[config.mk]
export PLATFORM = sky130hd
export DESIGN_NAME = core_bus_arbiter
export DESIGN_NICKNAME = d
export VERILOG_FILES = /design/src/rtl/common_pkg.sv /design/src/rtl/core_bus_arbiter.sv
export SDC_FILE = /design/constraint.sdc
export NUM_CORES = 1
export LEC_CHECK = 0
export CAP_MARGIN = 20
export CORE_AREA = 2 2 201 203
export CTS_BUF_LIST = sky130_fd_sc_hd__clkbuf_4
export DETAILED_ROUTE_END_ITERATION = 12
export DIE_AREA = 0 0 203 205
export GPL_TIMING_DRIVEN = 0
export PLACE_DENSITY = 0.66
export SYNTH_ARGS = -nofsm -noshare
export SYNTH_HDL_FRONTEND = slang
export SYNTH_SLANG_ARGS = --single-unit
[constraint.sdc]
create_clock -name clk -period 2.1 [get_ports clk]
set_input_delay 0.42 -clock clk [delete_from_list [all_inputs] [get_ports clk]]
set_output_delay 0.42 -clock clk [all_outputs]
set_load 0.01 [all_outputs]
[src/rtl/common_pkg.sv]
// -----------------------------------------------------------------------------
// common: shared bus types for the core <-> cache/memory interface.
//   ibus_*  : instruction fetch request/response (32-bit instruction word)
//   dbus_*  : data access request/response (64-bit beat, byte strobes)
//   cbus_*  : single shared cache/memory bus below the core
//   msize_t : access size encoding (bytes = 2**size)
//   mlen_t  : burst length encoding (beats - 1); only single beats exist
// -----------------------------------------------------------------------------
package common;

    typedef enum logic [1:0] {
        MSIZE1 = 2'd0,
        MSIZE2 = 2'd1,
        MSIZE4 = 2'd2,
        MSIZE8 = 2'd3
    } msize_t;

    typedef enum logic [7:0] {
        MLEN1 = 8'd0
    } mlen_t;

    typedef logic [1:0] axi_burst_t;

    localparam axi_burst_t AXI_BURST_FIXED = 2'b00;

    typedef struct packed {
        logic        valid;
        logic [63:0] addr;
    } ibus_req_t;

    typedef struct packed {
        logic        addr_ok;
        logic        data_ok;
        logic [31:0] data;
    } ibus_resp_t;

    typedef struct packed {
        logic        valid;
        logic [63:0] addr;
        msize_t      size;
        logic [7:0]  strobe;
        logic [63:0] data;
    } dbus_req_t;

    typedef struct packed {
        logic        addr_ok;
        logic        data_ok;
        logic [63:0] data;
    } dbus_resp_t;

    typedef struct packed {
        logic        valid;
        logic        is_write;
        msize_t      size;
        logic [63:0] addr;
        logic [7:0]  strobe;
        logic [63:0] data;
        mlen_t       len;
        axi_burst_t  burst;
    } cbus_req_t;

    typedef struct packed {
        logic        ready;
        logic        last;
        logic [63:0] data;
    } cbus_resp_t;

    // Select the 32-bit instruction word out of a 64-bit beat.
    function automatic logic [31:0] fetch_word(input logic [63:0] beat,
                                                input logic        hi);
        logic [31:0] word_s;
        if (hi) begin
            word_s = beat[63:32];
        end else begin
            word_s = beat[31:0];
        end
        return word_s;
    endfunction

endpackage

[src/rtl/core_bus_arbiter.sv]
// -----------------------------------------------------------------------------
// core_bus_arbiter: merges the instruction bus and the data bus onto the single
// shared cache/memory bus. One single-beat transaction at a time. The data bus
// has priority; an anti-starvation counter hands the next arbitration to the
// instruction bus after STARVE_LIMIT consecutive data grants made while a fetch
// was waiting.
//
// Ports:
//   clk    in   core clock
//   reset  in   asynchronous active-low reset
//   ireq   in   instruction fetch request
//   iresp  out  instruction fetch response (registered, one-cycle pulse)
//   dreq   in   data access request
//   dresp  out  data access response (registered, one-cycle pulse)
//   creq   out  shared bus request (registered, held for the whole access)
//   cresp  in   shared bus response
// -----------------------------------------------------------------------------
module core_bus_arbiter
    import common::*;
#(
    parameter int STARVE_LIMIT = 4
) (
    input  logic       clk,
    input  logic       reset,
    input  ibus_req_t  ireq,
    output ibus_resp_t iresp,
    input  dbus_req_t  dreq,
    output dbus_resp_t dresp,
    output cbus_req_t  creq,
    input  cbus_resp_t cresp
);

    typedef enum logic [1:0] {
        IDLE   = 2'd0,
        BUSY_I = 2'd1,
        BUSY_D = 2'd2,
        RESP   = 2'd3
    } arb_state_t;

    localparam logic [2:0] STARVE_LIM_C = 3'(STARVE_LIMIT);

    arb_state_t state_r;
    arb_state_t next_state_s;
    logic       grant_i_s;
    logic       grant_d_s;
    logic       done_s;
    logic [2:0] starve_cnt_r;
    cbus_req_t  creq_r;
    ibus_resp_t iresp_r;
    dbus_resp_t dresp_r;

    // State register.
    always_ff @(posedge clk or negedge reset) begin
        if (!reset) begin
            state_r <= IDLE;
        end else begin
            state_r <= next_state_s;
        end
    end

    // Arbitration and next-state decode; grants are only made from IDLE.
    always_comb begin
        next_state_s = state_r;
        grant_i_s    = 1'b0;
        grant_d_s    = 1'b0;
        done_s       = 1'b0;
        case (state_r)
            IDLE: begin
                if (ireq.valid && dreq.valid) begin
                    if (starve_cnt_r == STARVE_LIM_C) begin
                        grant_i_s = 1'b1;
                    end else begin
                        grant_d_s = 1'b1;
                    end
                end else if (ireq.valid) begin
                    grant_i_s = 1'b1;
                end else if (dreq.valid) begin
                    grant_d_s = 1'b1;
                end else begin
                    grant_i_s = 1'b0;
                end

                if (grant_i_s) begin
                    next_state_s = BUSY_I;
                end else if (grant_d_s) begin
                    next_state_s = BUSY_D;
                end else begin
                    next_state_s = IDLE;
                end
            end
            BUSY_I, BUSY_D: begin
                // ready without last is a wait: multi-beat is not supported.
                if (cresp.ready && cresp.last) begin
                    done_s       = 1'b1;
                    next_state_s = RESP;
                end else begin
                    next_state_s = state_r;
                end
            end
            RESP: begin
                next_state_s = IDLE;
            end
            default: begin
                next_state_s = IDLE;
            end
        endcase
    end

    // Anti-starvation counter: counts data grants that made a fetch wait.
    always_ff @(posedge clk or negedge reset) begin
        if (!reset) begin
            starve_cnt_r <= 3'd0;
        end else if (grant_i_s) begin
            starve_cnt_r <= 3'd0;
        end else if (grant_d_s) begin
            if (!ireq.valid) begin
                starve_cnt_r <= 3'd0;
            end else if (starve_cnt_r != STARVE_LIM_C) begin
                starve_cnt_r <= starve_cnt_r + 3'd1;
            end else begin
                starve_cnt_r <= starve_cnt_r;
            end
        end else begin
            starve_cnt_r <= starve_cnt_r;
        end
    end

    // Shared-bus request: latched at grant, held until the completing beat.
    always_ff @(posedge clk or negedge reset) begin
        if (!reset) begin
            creq_r <= '0;
        end else if (grant_i_s) begin
            creq_r.valid    <= 1'b1;
            creq_r.is_write <= 1'b0;
            creq_r.size     <= MSIZE4;
            creq_r.addr     <= ireq.addr;
            creq_r.strobe   <= 8'h00;
            creq_r.data     <= 64'h0;
            creq_r.len      <= MLEN1;
            creq_r.burst    <= AXI_BURST_FIXED;
        end else if (grant_d_s) begin
            creq_r.valid    <= 1'b1;
            creq_r.is_write <= (dreq.strobe != 8'h00);
            creq_r.size     <= dreq.size;
            creq_r.addr     <= dreq.addr;
            creq_r.strobe   <= dreq.strobe;
            creq_r.data     <= dreq.data;
            creq_r.len      <= MLEN1;
            creq_r.burst    <= AXI_BURST_FIXED;
        end else if (done_s) begin
            creq_r.valid    <= 1'b0;
        end else begin
            creq_r          <= creq_r;
        end
    end

    // Responses: the owner gets a one-cycle pulse carrying the captured beat;
    // outside that pulse both responses are all-zero.
    always_ff @(posedge clk or negedge reset) begin
        if (!reset) begin
            iresp_r <= '0;
            dresp_r <= '0;
        end else if (done_s && (state_r == BUSY_I)) begin
            iresp_r.addr_ok <= 1'b1;
            iresp_r.data_ok <= 1'b1;
            iresp_r.data    <= fetch_word(cresp.data, creq_r.addr[2]);
            dresp_r         <= '0;
        end else if (done_s) begin
            dresp_r.addr_ok <= 1'b1;
            dresp_r.data_ok <= 1'b1;
            dresp_r.data    <= cresp.data;
            iresp_r         <= '0;
        end else begin
            iresp_r <= '0;
            dresp_r <= '0;
        end
    end

    assign creq  = creq_r;
    assign iresp = iresp_r;
    assign dresp = dresp_r;

endmodule

==> reports/metrics.cfg, run 1 <==
[placed_design]
dp_hpwl_mm = 27.5
globalplace.congestion = 0.838
dp_slack_ns = -0.719
io_buffer_count = 511

[detailed_routing]
vias_per_cell = 4.36
ant_nets = 0
drt-total-wl_mm = 36.6
wl_met2_mm = 17.9
wl_per_cell_um = 19.8
first_pass_iters = 6
maxUsedRoutingLayer = met5
m1WireLength_mm = 13.8
drc = 0
vias = 8049
drt-initial-drc-count = 388
wl_met3_mm = 3.95

[die]
initial_utilization = 0.235
rows = 73
ios = 522
die_h_um = 205
die_w_um = 203
core_area_mm2 = 0.0394
dieArea_mm2 = 0.0416

[timing]
timing_worst_slew_pin_value_ns = 0.665
hold_violations = 0
fmax_mhz = 515
slew_headroom = 0.557
fin_crit_sh = 0.925
rsz0062_at_grt = no
setup_tns_ns = 0
finClkSkew_ns = 0.0451
min_period_ns = 1.94
setup_slack_ns = 0.157
slew_violations = 0
setup_viol = 0

[critical_path]
crit_path_end_kind = flip-flop
arrival_ns = 2.55
start_kind = flip-flop
critPathTopFamily = buffers and inverters
worstPathMaxFanout = 10
cp_num_buf_inv = 4
crit_type = reg2reg
cp_slowest_cell = dfrtp_1
crit_required_ns = 2.70
slowest_delay_ns = 0.40
crit_chain = inv_1, ha_2, o21ai_2, buf_2, buf_4, buf_6, a22o_1

[synthesis]
synth_ff_type = dfrtp_1
avgSynthCellArea_um2 = 13.7
synth_common_cells = 243 x dfrtp_1, 128 x and2_1, 75 x a22o_1, 65 x a221o_1, 34 x nor2_1
ys_seq_elements = 243
synth_top_area_frac = 0.658
async_flop_share = 1.00
synth_most_common_cell = dfrtp_1
netlist_area_mm2 = 0.00924
yosysTopAreaCell = dfrtp_1
synth_cell_type_count = 27
ys_seq_area_frac = 0.658
syn_inst = 677
synth_area_leaders = dfrtp_1 66%, and2_1 8.7%, a22o_1 7.1%
yosys_warnings = 0
synth_edf_count = 0

[pwr]
p_switching_mw = 6.47
power_mw = 18.9
p_leak_nw = 7.99
clkPwrFrac = 0.243
switching_share = 0.342
ir_worst_vdd_mv = 0.534
power_frac_comb = 0.395
p_per_area_mw_per_mm2 = 1200
power_frac_seq = 0.362
internal-power_mw = 12.5

[min_path]
hold_path.class = in2async

[clock_network]
root_buffer = clkbuf_4
htree_levels = 3
cts_made_buffers = 71
clkTransAtPathRegs_ns = 0.06
clk_latency_ns = 0.73
clk_path_buf_depth = 3
cts_tree = done
cts_sinks = 243
cts_setup_buffers = 0

[cells_and_area]
synthToLayoutAreaGrowth_pct = 70.5
post-route-util = 0.400
layout-drive-gt1-share = 0.129
layout.nets = 1549
fillCellCount = 3902

[global_routing]
grt_use_total = 0.173
antenna_found_initial = 3
grt_pass1_vias = 8757
grt_max_degree = 114
grt_pass1_wl_mm = 54.0
overflow = 0

[run]
max_cap_viol_count = 0

[run_status]
status = finished clean

[through the flow]
stage | hold slack [ns] | cell area [um^2] | std cells
3_3_place_gp | 0.487 | 15000 | 1722
3_5_place_dp | 0.294 | 15100 | 1724
6_report | 0.137 | 15800 | 1845
5_1_grt | 0.0472 | 15800 | 1845
4_1_cts | 0.0103 | 15700 | 1844
2_1_floorplan | 0.124 | 9280 | 686
[flip-flops by register name (all words and copies together) (netlist names)]
| signal | cells |
|---|---|
| starve_cnt_r | 3 |
| creq | 140 |
| iresp | 33 |
| state_r | 2 |
| dresp | 65 |
[power by group through the flow]
stage | sequential, mW | combinational [mW] | clock [mW]
final | 6.84 | 7.48 | 4.61
after global routing | 7.02 | 8.08 | 5.11
after CTS | 6.85 | 7.59 | 4.84
after detailed placement | 6.96 | 8.49 | 0
after global placement | 6.95 | 8.40 | 0
after floorplan | 7.55 | 3.13 | 0
[per-layer routing]
layer | GRT usage | vias to the layer above
li1 | - | 3639
met1 | 0.191 | 3934
met2 | 0.293 | 412
met3 | 0.0816 | 62
met4 | 0.0587 | 2
met5 | 0 | -
[kinds of logic (layout without fill, tap and decap cells)]
logic type / count (synthesis) / in the layout / synth area share
buf+inv: 68 / 701 / 0.0417
compound gates: 146 / 146 / 0.147
fa+ha+maj: 4 / 4 / 0.00542
other cells: 1 / 11 / 0.000406
mux: 33 / 33 / 0.0359
flops: 243 / 243 / 0.658
simple gates: 182 / 182 / 0.112
[layout make-up]
class / instances / area, um^2 / share of cell area
antenna: 1 / 2.50 / 0.000159
buffer: 63 / 387 / 0.0245
clock buffer: 105 / 788 / 0.0500
clock inverter: 14 / 115 / 0.00731
inverter: 5 / 18.8 / 0.00119
multi-input combinational: 375 / 2820 / 0.179
sequential: 243 / 6080 / 0.386
tap: 525 / 657 / 0.0417
timing repair buffer: 514 / 4890 / 0.310
[cells in the final DEF (no fill, tap or decap), drive strengths merged, types with 5 or more instances in the layout]
cell / count
a221o: 65
a22o: 75
and2: 128
buf: 40
clkbuf: 131
clkdlybuf4s50: 270
clkinv: 8
conb: 10
dfrtp: 243
dlygate4sd2: 238
inv: 7
mux2i: 32
nand2: 8
nand3: 5
nor2: 34
[worst paths after layout]
check	start	to	slack (ns)	cells after the start
worst min register to register	creq[30]	creq[30]	0.50	1
worst max-delay path	state_r[0]	creq[76]	0.16	7
min in group clk	cresp[15]	dresp[15]	0.28	2
worst min-delay path	reset	iresp[8]	0.14	2
worst max register to register	state_r[0]	creq[76]	0.16	7
max in group asynchronous	reset	creq[131]	1.03	3
[repair_timing]
| action | 4_1_cts | 5_1_grt |
|---|---|---|
| endpoints found under the hold margin | 243 | 0 |
| hold buffers | 1 | 0 |
| resized for setup | 248 | 11 |
| setup endpoints to repair | 401 | 138 |
No activity file was read; power rests on OpenSTA's default activity.
==> inputs of run 2 (changes only) <==
Settings changed: CTS_CLUSTER_DIAMETER set to 50, MAX_ROUTING_LAYER set to met4.
Clock period 2.1 ns to 2.2 ns, I/O delays scaled along.
==> run 2 against run 1 <==
  * Die area unchanged
  * Clock skew down 0.010 ns
  * Setup slack worse by 0.025 ns
  * Non-clock buffer count unchanged
  * Largest cell class unchanged
==> reports/metrics.cfg, run 2 (synthesis gave the netlist of run 1 again) <==
[pwr]
clkPwrFrac = 0.233
p_leak_nw = 7.56
internal-power_mw = 12.7
p_per_area_mw_per_mm2 = 1180
power_mw = 18.9
power_frac_comb = 0.419
power_frac_seq = 0.348
p_switching_mw = 6.21
ir_worst_vdd_mv = 0.524
switching_share = 0.328

[critical_path]
crit_type = reg2out
worstPathMaxFanout = 2
crit_chain = clkdlybuf4s50_1
arrival_ns = 1.63
crit_required_ns = 1.76
critPathTopFamily = buffers and inverters
cp_num_buf_inv = 1
slowest_delay_ns = 0.57
cp.depth = 1
cp_slowest_cell = clkdlybuf4s50_1
start_kind = flip-flop
worstRegToRegCells = 6
crit_path_end_kind = output port

[timing]
setup_slack_ns = 0.132
timing_worst_slew_pin_value_ns = 0.754
slew_headroom = 0.498
setup_viol = 0
fin_crit_sh = 0.940
slew_violations = 0
fmax_mhz = 484
min_period_ns = 2.07
hold_violations = 0
finClkSkew_ns = 0.0351

[cells_and_area]
final_cell_area_mm2 = 0.0161
final_common_cell = clkdlybuf4s50_1
synthToLayoutAreaGrowth_pct = 74.1
layout.cells.non_filler = 1851
final_cell_mix = 464 x clkdlybuf4s50_1, 243 x dfrtp_1, 128 x and2_1
largest_reg_flops = 140
layout-drive-gt1-share = 0.127
layout.nets = 1549

[die]
rows = 73
initial_utilization = 0.235
die_w_um = 203
die_h_um = 205
dieArea_mm2 = 0.0416
core_area_mm2 = 0.0394
ios = 522

[global_routing]
use_met1 = 0.198
overflow = 0
grt.busiest_layer = met2
grt_pass1_wl_mm = 53.8
grt_use_met2 = 0.290
antenna_found_initial = 4
met3_usage = 0.0719
grt_pass1_vias = 8813
grt_max_degree = 114
grt_use_total = 0.178

[placed_design]
dp_hpwl_mm = 27.5
io_buffer_count = 511
dp_slack_ns = -0.639
placed_area_mm2 = 0.0151
globalplace.congestion = 0.851
placed_cells = 1724

[clock_network]
cts_setup_buffers = 0
clk_path_buf_depth = 3
root_buffer = clkbuf_4
htree_levels = 3
cts_made_buffers = 71
clk_latency_ns = 0.71
cts_sinks = 243
clkTransAtPathRegs_ns = 0.06
cts_tree = done

[run]
max_cap_viol_count = 0

[min_path]
hold_path.class = in2async

[run_status]
status = finished clean

[detailed_routing]
vias = 8091
wl_per_cell_um = 19.8
drt-initial-drc-count = 416
drc = 0
first_pass_iters = 4
vias_per_cell = 4.37
drt-total-wl_mm = 36.6
ant_nets = 0

## run 2: changes by cell type in the layout (fill, tap and decap cells not counted), moves of 2 or more
cell / previous run / this run
diode_2: 1 / 6
dlymetal6s2s_1: 2 / 24
dlygate4sd2_1: 238 / 22
buf_2: 15 / 17
clkbuf_2: 12 / 9
clkdlybuf4s50_1: 270 / 464
clkinvlp_4: 2 / 0
clkbuf_1: 13 / 15
## run 2: stage by stage
stage	utilization	TNS (ns)	hold slack, ns
detailed placement	0.384	-63.73	0.314
global route	0.409	-0.135	0.0788
CTS	0.407	0	0.0593
floorplan	-	0	0.144
finish	0.409	0	0.172
global placement	0.382	-2463.71	0.487
## run 2: metal layers
layer  up-vias  wire [um]  part of all wire
met4         0        961             0.026
met5         -          0                 0
met2       416      18000              0.49
met1      3954      14300              0.39
met3        70       3460             0.094
li1       3651          -                 -
## run 2: cell type report
class                   instances  area [um^2]
flip-flops and latches        243         6080
clock buffers                 106          796
fillers                      3767        23300
inverters                       5         18.8
clock inverters                14          109
multi-input cells             375         2820
plain buffers                  63          378
diodes                          6         15.0
well taps                     525          657
repair buffers                514         5220
## run 2: what timing repair did
action | CTS | global route
endpoints found under the setup margin | 99 | 152
endpoints found under the hold margin | 243 | 0
hold buffers | 1 | 0
resized for setup | 27 | 35
pin swaps | 0 | 0
## run 2: power groups by stage
stage / Clock (mW) / Combinational [mW] / Sequential, mW
after floorplan: 0 / 2.99 / 7.20
after global placement: 0 / 8.02 / 6.64
after detailed placement: 0 / 8.11 / 6.65
after CTS: 4.60 / 8.07 / 6.59
after global routing: 4.88 / 8.51 / 6.74
final: 4.41 / 7.92 / 6.58
## run 2: final timing paths
check                           start        end  slack [ns]
max                          creq[44]   creq[44]        0.13
min                             reset   iresp[8]        0.17
max reg2reg                state_r[0]   creq[74]        0.22
min reg2reg                  creq[79]   creq[79]        0.50
max in group asynchronous       reset  creq[133]        1.06
min in group clk            cresp[60]  dresp[60]        0.31
## run 2: worst reg2reg max path, cell delays in order, from the launching register on
cell and delay (ns):
dfrtp_1 0.40, inv_1 0.07, ha_2 0.29, and3_1 0.22, buf_2 0.29, buf_1 0.42, a22o_1 0.20
==> inputs of run 3 (changes only) <==
Settings changed: SKIP_CTS_REPAIR_TIMING set to 1.
==> run 3 against run 2 <==
  * Sequential share of layout area fell by 0.19 points
  * Sequential power barely moved
  * Setup slack got worse by 0.0024 ns
  * Power rose by 0.44%
==> reports/metrics.cfg, run 3 (synthesis gave the netlist of run 1 again) <==
[run_status]
status = finished clean

[pwr]
internal-power_mw = 12.8
power_frac_seq = 0.346
p_leak_nw = 7.78
p_switching_mw = 6.22
p_per_area_mw_per_mm2 = 1170
power_frac_comb = 0.421
switching_share = 0.327
clkPwrFrac = 0.232
ir_worst_vdd_mv = 0.523

[clock_network]
clkTransAtPathRegs_ns = 0.06
root_buffer = clkbuf_4
clk_path_buf_depth = 3
clk_latency_ns = 0.72
cts_sinks = 243
cts_made_buffers = 71
htree_levels = 3
cts_tree = done

[timing]
fin_crit_sh = 0.941
fmax_mhz = 483
setup_slack_ns = 0.129
finClkSkew_ns = 0.0337
setup_viol = 0
hold_violations = 0
slew_headroom = 0.485
timing_worst_slew_pin_value_ns = 0.773
slew_violations = 0
min_period_ns = 2.07

[critical_path]
crit_chain = clkdlybuf4s50_1
cp_slowest_cell = clkdlybuf4s50_1
crit_path_end_kind = output port
cp_num_buf_inv = 1
crit_type = reg2out
reg2reg_to = creq[74]
worstPathMaxFanout = 2
worstRegToRegCells = 6
r2r_setup_slack_ns = 0.23
critPathTopFamily = buffers and inverters
r2r-start = state_r[0]
crit_required_ns = 1.76
arrival_ns = 1.63
slowest_delay_ns = 0.57
start_kind = flip-flop

[cells_and_area]
largest_reg_flops = 140
final_cell_area_mm2 = 0.0162
layout.area.seq_mm2 = 0.00608
layout-drive-gt1-share = 0.126
synthToLayoutAreaGrowth_pct = 74.9
multiInputGateArea_mm2 = 0.00282
final_common_cell = clkdlybuf4s50_1
layout.nets = 1549
fillCellCount = 3754
final_cell_mix = 464 x clkdlybuf4s50_1, 243 x dfrtp_1, 128 x and2_1

[detailed_routing]
drc = 0
vias = 8076
drt-initial-drc-count = 373
ant_nets = 0
drt-total-wl_mm = 36.6
wl_per_cell_um = 19.8
first_pass_iters = 4
vias_per_cell = 4.37

[die]
rows = 73
dieArea_mm2 = 0.0416
die_h_um = 205
die_w_um = 203
core_area_mm2 = 0.0394
ios = 522
initial_utilization = 0.235

[placed_design]
io_buffer_count = 511
placed_area_mm2 = 0.0151
globalplace.congestion = 0.851
dp_slack_ns = -0.639
dp_hpwl_mm = 27.5

[global_routing]
antenna_found_initial = 4
grt_max_degree = 114
grt_pass1_wl_mm = 53.8
overflow = 0
grt_pass1_vias = 8799
grt_use_total = 0.178

[run]
max_cap_viol_count = 0

[min_path]
hold_path.class = in2async

==> run 3: cell types whose count changed in the layout (fill, tap and decap cells not counted) <==
| cell | previous run | this run |
|---|---|---|
| dlygate4sd2_1 | 22 | 0 |
| clkbuf_4 | 106 | 107 |
| diode_2 | 6 | 5 |
| buf_2 | 17 | 16 |
| clkbuf_1 | 15 | 16 |
| dlymetal6s2s_1 | 24 | 46 |
| clkbuf_2 | 9 | 8 |
==> run 3: worst max-delay path by stage <==
stage                    startpoint         to  slack, ns  depth (start not counted)
global placement              reset  creq[114]      -9.95                          1
detailed placement         ireq[64]   creq[47]      -0.64                          5
global route               creq[47]   creq[47]      -0.01                          1
CTS                      state_r[0]   creq[21]      -0.29                          6
finish                     creq[44]   creq[44]       0.13                          1
floorplan           starve_cnt_r[0]  creq[100]       0.56                          7
==> run 3: area by class of cell <==
class	instances	area share
clock buffer	106	0.0492
inverter	5	0.00116
tap	525	0.0406
antenna	5	0.000774
timing repair buffer	514	0.328
multi-input combinational	375	0.174
clock inverter	14	0.00673
buffer	63	0.0234
sequential	243	0.376
==> run 3: power by group through the flow <==
stage / Sequential [mW] / Combinational, mW / Clock (mW)
2_1_floorplan: 7.20 / 2.99 / 0
3_3_place_gp: 6.64 / 8.02 / 0
3_5_place_dp: 6.65 / 8.11 / 0
4_1_cts: 6.59 / 8.17 / 4.60
5_1_grt: 6.74 / 8.59 / 4.88
6_report: 6.58 / 8.00 / 4.41
==> run 3: stage by stage <==
step           setup TNS (ns)  hold WS, ns  utilization  instances  power [mW]
3_3_place_gp         -2463.71        0.487        0.382       1722        14.7
3_5_place_dp           -63.73        0.314        0.384       1724        14.8
2_1_floorplan               0        0.144            -        686        10.2
6_report                    0        0.167        0.411       1850        19.0
4_1_cts                -16.36       -0.531        0.407       1844        19.4
5_1_grt                -0.135       0.0788        0.411       1849        20.2
==> run 3: per-layer routing <==
metal	routed length [um]	GRT usage	vias to the layer above	share of wire
met1	14300	0.198	3950	0.39
met2	17800	0.290	405	0.49
li1	-	-	3651	-
met4	975	0.0628	0	0.027
met3	3510	0.0719	70	0.096
met5	0	-	-	0
